[src/rtl/viterbi_decoder.sv]
// viterbi_decoder: hard-decision Viterbi decoder for the rate-1/2, K=3 (7,5)
// convolutional code. Four trellis states and register-exchange survivors;
// one decoded bit is produced per accepted symbol after TB_DEPTH symbols.
module viterbi_decoder #(
    parameter int TB_DEPTH = 15,
    parameter int MW       = 6
) (
    input  logic       clk,
    input  logic       reset,
    input  logic       in_valid,
    input  logic [1:0] data_in,
    output logic       data_out,
    output logic       out_valid
);

    localparam int            CW       = $clog2(TB_DEPTH + 1);
    localparam logic [MW-1:0] PM_MAX   = {MW{1'b1}};
    localparam logic [CW-1:0] CNT_MAX  = CW'(TB_DEPTH);
    localparam logic [CW-1:0] CNT_LAST = CW'(TB_DEPTH - 1);
    localparam logic [CW-1:0] CNT_ONE  = CW'(1);

    // The oldest bit of each D-bit survivor is consumed in the same cycle it
    // is formed, so only the newest D-1 decisions are held in flops.
    logic [MW-1:0]       pm_q [4];
    logic [MW-1:0]       pm_d [4];
    logic [TB_DEPTH-2:0] sv_q [4];
    logic [TB_DEPTH-2:0] sv_d [4];
    logic [CW-1:0]       cnt_q, cnt_d;
    logic                data_out_q, data_out_d;
    logic                out_valid_q, out_valid_d;

    logic [MW-1:0]       acs_pm_s [4];
    logic [TB_DEPTH-1:0] acs_sv_s [4];
    logic [MW-1:0]       min_pm_s;
    logic [1:0]          best_s;

    // Hamming distance between two 2-bit symbols (0..2).
    function automatic logic [1:0] hamming(input logic [1:0] a, input logic [1:0] b);
        logic [1:0] x;
        x = a ^ b;
        return {1'b0, x[1]} + {1'b0, x[0]};
    endfunction

    // Path metric plus branch metric, clamped to the all-ones value.
    function automatic logic [MW-1:0] sat_add(input logic [MW-1:0] a, input logic [1:0] b);
        logic [MW:0] s;
        s = {1'b0, a} + {{(MW-1){1'b0}}, b};
        return s[MW] ? PM_MAX : s[MW-1:0];
    endfunction

    // Encoder output for input bit d leaving state {s1,s2}: {g0 (7), g1 (5)}.
    function automatic logic [1:0] exp_sym(input logic d, input logic s1, input logic s2);
        return {d ^ s1 ^ s2, d ^ s2};
    endfunction

    // Add-compare-select for each next state {d,s1}; ties keep the s2=0 predecessor.
    always_comb begin
        logic [1:0]    ns_v;
        logic          dec_v;
        logic          s1_v;
        logic [1:0]    pa_v;
        logic [1:0]    pb_v;
        logic [MW-1:0] ca_v;
        logic [MW-1:0] cb_v;
        ns_v  = 2'd0;
        dec_v = 1'b0;
        s1_v  = 1'b0;
        pa_v  = 2'd0;
        pb_v  = 2'd0;
        ca_v  = '0;
        cb_v  = '0;
        for (int ns = 0; ns < 4; ns++) begin
            ns_v  = 2'(ns);
            dec_v = ns_v[1];
            s1_v  = ns_v[0];
            pa_v  = {s1_v, 1'b0};
            pb_v  = {s1_v, 1'b1};
            ca_v  = sat_add(pm_q[pa_v], hamming(data_in, exp_sym(dec_v, s1_v, 1'b0)));
            cb_v  = sat_add(pm_q[pb_v], hamming(data_in, exp_sym(dec_v, s1_v, 1'b1)));
            if (cb_v < ca_v) begin
                acs_pm_s[ns] = cb_v;
                acs_sv_s[ns] = {sv_q[pb_v], dec_v};
            end else begin
                acs_pm_s[ns] = ca_v;
                acs_sv_s[ns] = {sv_q[pa_v], dec_v};
            end
        end
    end

    // Smallest new metric and its state (lowest index wins ties).
    always_comb begin
        logic lt_v;
        lt_v     = 1'b0;
        min_pm_s = acs_pm_s[0];
        best_s   = 2'd0;
        for (int i = 1; i < 4; i++) begin
            lt_v     = (acs_pm_s[i] < min_pm_s);
            best_s   = lt_v ? 2'(i) : best_s;
            min_pm_s = lt_v ? acs_pm_s[i] : min_pm_s;
        end
    end

    // Next-state: commit normalised metrics, survivors and output on accepted symbols only.
    always_comb begin
        pm_d        = pm_q;
        sv_d        = sv_q;
        cnt_d       = cnt_q;
        data_out_d  = data_out_q;
        out_valid_d = 1'b0;
        if (in_valid) begin
            for (int i = 0; i < 4; i++) begin
                pm_d[i] = acs_pm_s[i] - min_pm_s;
                sv_d[i] = acs_sv_s[i][TB_DEPTH-2:0];
            end
            cnt_d       = (cnt_q == CNT_MAX) ? cnt_q : cnt_q + CNT_ONE;
            data_out_d  = acs_sv_s[best_s][TB_DEPTH-1];
            out_valid_d = (cnt_q >= CNT_LAST);
        end else begin
            out_valid_d = 1'b0;
        end
    end

    // State registers with synchronous reset; only state 0 starts reachable.
    always_ff @(posedge clk) begin
        if (reset) begin
            pm_q[0] <= '0;
            pm_q[1] <= PM_MAX;
            pm_q[2] <= PM_MAX;
            pm_q[3] <= PM_MAX;
            for (int i = 0; i < 4; i++) begin
                sv_q[i] <= '0;
            end
            cnt_q       <= '0;
            data_out_q  <= 1'b0;
            out_valid_q <= 1'b0;
        end else begin
            pm_q        <= pm_d;
            sv_q        <= sv_d;
            cnt_q       <= cnt_d;
            data_out_q  <= data_out_d;
            out_valid_q <= out_valid_d;
        end
    end

    assign data_out  = data_out_q;
    assign out_valid = out_valid_q;

endmodule
[config.mk]
export PLATFORM = sky130hd
export DESIGN_NAME = viterbi_decoder
export DESIGN_NICKNAME = d
export VERILOG_FILES = /design/src/rtl/viterbi_decoder.sv
export SDC_FILE = /design/constraint.sdc
export NUM_CORES = 1
export LEC_CHECK = 0
export BUFFER_PORTS_ARGS = -buffer_cell sky130_fd_sc_hd__buf_2
export CORE_ASPECT_RATIO = 0.75
export CORE_MARGIN = 1
export CORE_UTILIZATION = 35
export DETAILED_ROUTE_END_ITERATION = 6
export SYNTH_ARGS = -nofsm -noshare
export SYNTH_HDL_FRONTEND = slang
export SYNTH_SLANG_ARGS = --single-unit
[constraint.sdc]
create_clock -name clk -period 11.8 [get_ports clk]
set_input_delay 1.77 -clock clk [delete_from_list [all_inputs] [get_ports clk]]
set_output_delay 1.77 -clock clk [all_outputs]
set_load 0.1 [all_outputs]
==> summary.md <==
| Metric | Value |
|---|---|
| Status | `finished, final reports clean` |
| CTS buffer count | `9` |
| Min Tclk post-route | `around 11 ns` |
| Post-cts sizing count | `0` |
| Number of global-route vias before repair | `about 6,400` |
| Via density | `roughly 5.7` |
| # port buffers | `6` |
| H-Tree Level Count | `3` |
| Tot GR Track Use | `between 10% and 20%` |
| Remaining routing DRC violations | `0` |
| First-pass GRT wire length | `~35,000 um` |
| Post-synth EDFFs | `0` |
| Floorplan core area | `around 21,000 um2` |
| Maximum root-to-sink buffer count | `2` |
| Slew headroom | `approximately 30%` |
| Startpoint types | `primary input` |
| Synth Area in Compound Gates | `around 27%` |
| Sequential-to-total area share from yosys stat | `a little over a fifth` |
| Ys async rst share | `0%` |
| Area delta synth->final | `8.75%` |
| Cts hold-fix bufs | `0` |
| Initial antenna violation count | `1` |
| Synth Net Count | `1,041` |
| Setup Buffers After CTS | `0` |
| Seq cells post-synth | `approximately 80` |
| Via count | `slightly above 7,000` |
| Post-synthesis mux area share | `between 10% and 20%` |
| Non-Filler Instances | `around 1,300` |
| Slowest CP cell | `mux2_2` |
| CTS clk-pin slew, worst paths | `around 0.070 ns` |
| Yosys warns | `0` |
| Initial core utilization | `between 30% and 40%` |
| WS Path Type | `in -> reg` |
| Final wirelength | `about 22,000 um` |
| Most frequent cells in the layout | `113 x nor2_1, 88 x nand2_1, 81 x dfxtp_1, 64 x mux2i_1, 62 x a21oi_1` |
| Crit path max fanout | `23` |
| Main combinational cell family by area after synthesis | `compound AO/OA/AOI/OAI gates` |
| CTS tree | `built` |
| Final #Nets | `between 1,000 and 1,500` |
| Estimated wirelength of the detail-placed design | `16,800 um` |
| Data required, critical path | `between 10 and 15 ns` |
| Largest net degree at the start of global routing | `about 90` |
| Gp weighted congestion | `about 1.0` |
| Slowest stage delay, CP | `roughly 0.45 ns` |
| Endpoints failing setup | `0` |
| Clk sink count | `between 80 and 90` |
| Skew-Pair Late Insertion Delay | `~0.36 ns` |
| Clk_skew | `approximately 0.015 ns` |
| Cells after synthesis | `about 980` |
| Top cell family by delay on the critical path | `simple AND/OR/NAND/NOR gates` |
| Drt first pass iters | `7` |
| DP Cell Count | `~1,200` |
| Root Driver | `clkbuf_16` |
| Worst path bufs/invs | `4` |
| Die area | `approximately 23,000 um2` |
| Final Max Slew Viols | `0` |
| Post-Syn Area | `7720 um2` |
| Final antenna-violating net count | `0` |
| XOR/XNOR Fraction of Synth Area | `4.99%` |
| Hold WC Path Type | `reg -> reg` |
| Max-Cap Viols | `0` |
| Adder-Cell Fraction of Synth Area | `under 10%` |
| CP most frequent cell | `ha_1` |
| Most common cell after layout, fill and taps aside | `nor2_1` |
| Die X | `174 um` |
| Crit path arrival time | `11.47 ns` |
| Post-route clock period utilization | `94.8%` |
| Main flop type after synthesis | `dfxtp_1` |
| Util after Layout | `between 30% and 40%` |
| Worst Setup Slack, final | `between 0.6 and 0.7 ns` |
| Row Count | `between 40 and 50` |
| Layout cell share with drive strength beyond 1 | `about a tenth` |
| Worst-Margin Slew | `around 1.0 ns` |
| Fmax | `a little under 0.09 GHz` |
| DR iter-0 viols | `640` |
| Pre-CTS setup slack | `-0.0718 ns` |
| Worst Hold Slack | `between 0.4 and 0.5 ns` |
| Overflow after GRT | `0` |
| Post-Synth Simple-Gate Area | `21.0%` |
| Critical Path Sink Type | `register` |
| Number of I/O pins | `7` |
| Syn_area_per_cell | `7.89 um2` |
| Post-synth cell types | `90` |
| Die Y | `~130 um` |
| WL per Instance | `roughly 18 um` |
| Final hold vios | `0` |
| Ant diodes | `0` |
## final cells by class
class,count,area (um2)
Clock buffer,9,225
Clock inverter,7,81.3
Fill cell,2252,13000
Inverter,41,156
Multi-Input combinational cell,805,5810
Sequential cell,81,1620
Tap cell,288,360
Timing Repair Buffer,20,145
## registers in the layout (all words and copies together), names as in the netlist
signal     cells
pm_q          24
out_valid      1
cnt_q          4
data_out       1
sv_q          51
## tightest hold or removal path, stage by stage, from the launching register on
cell	delay [ns]
dfxtp_1	0.33
nor2_1	0.04
nor2_1	0.07
## stage by stage
| step | setup TNS, ns | area [um2] |
|---|---|---|
| after global placement | -0.0241 | 7990 |
| after CTS | 0 | 8300 |
| after detailed placement | -0.166 | 7990 |
| after floorplan | 0 | 7720 |
| final | 0 | 8400 |
| after global routing | -0.0210 | 8400 |
## routing by layer
metal | global-route usage [%] | part of all wire (%) | wire, um
met1 | 30.8 | 53 | 11700
met2 | 26.5 | 37 | 8160
met3 | 5.30 | 8.6 | 1890
met4 | 3.80 | 0.82 | 179
met5 | 0 | 0 | 0
## cell families after synthesis
family	after synthesis
AOI/OAI and AO/OA	290
xor gates and xnor gates	44
adders and majority gates	60
buffers and inverters	93
DFF	81
muxes	80
and+or+nand+nor	331
## path summary, 6_finish.rpt
path,from,to,slack (ns),depth (start not counted)
hold / removal,sv_q[0],sv_q[0],0.47,2
setup / recovery,data_in[0],pm_q[5],0.61,45
setup reg to reg,pm_q[13],pm_q[5],2.25,42
hold reg to reg,sv_q[0],sv_q[0],0.47,2
## synth_stat cells (5+ instances only)
cell	instances	share of area, %
a311oi_1	12	1.4
o21ai_1	5	0.32
nor2b_1	18	1.5
and3_1	6	0.49
a211oi_1	49	4.8
a21oi_2	5	0.57
a21oi_1	65	4.2
and2_1	9	0.73
a31oi_1	9	0.73
nand3b_1	7	0.68
a211o_1	11	1.2
buf_2	15	0.97
nand3_1	12	0.78
o21a_1	9	0.87
a21o_1	11	1.1
a31o_2	5	0.57
nor3_1	18	1.2
nor2_1	114	5.5
nor4_1	8	0.65
inv_1	39	1.9
nand2_1	89	4.3
ha_1	57	9.2
buf_1	7	0.34
mux2i_1	64	8.3
o211ai_1	12	1.2
xnor2_1	29	3.3
xor2_1	15	1.7
o31ai_1	8	0.78
mux2_2	10	1.5
o21ai_0	34	2.2
nand2b_1	13	1.1
clkbuf_1	24	1.2
dfxtp_1	81	21
Power is left out: the tool's default activity adds up to more than one toggle a clock period on the data nets, which glitch-free logic cannot reach.
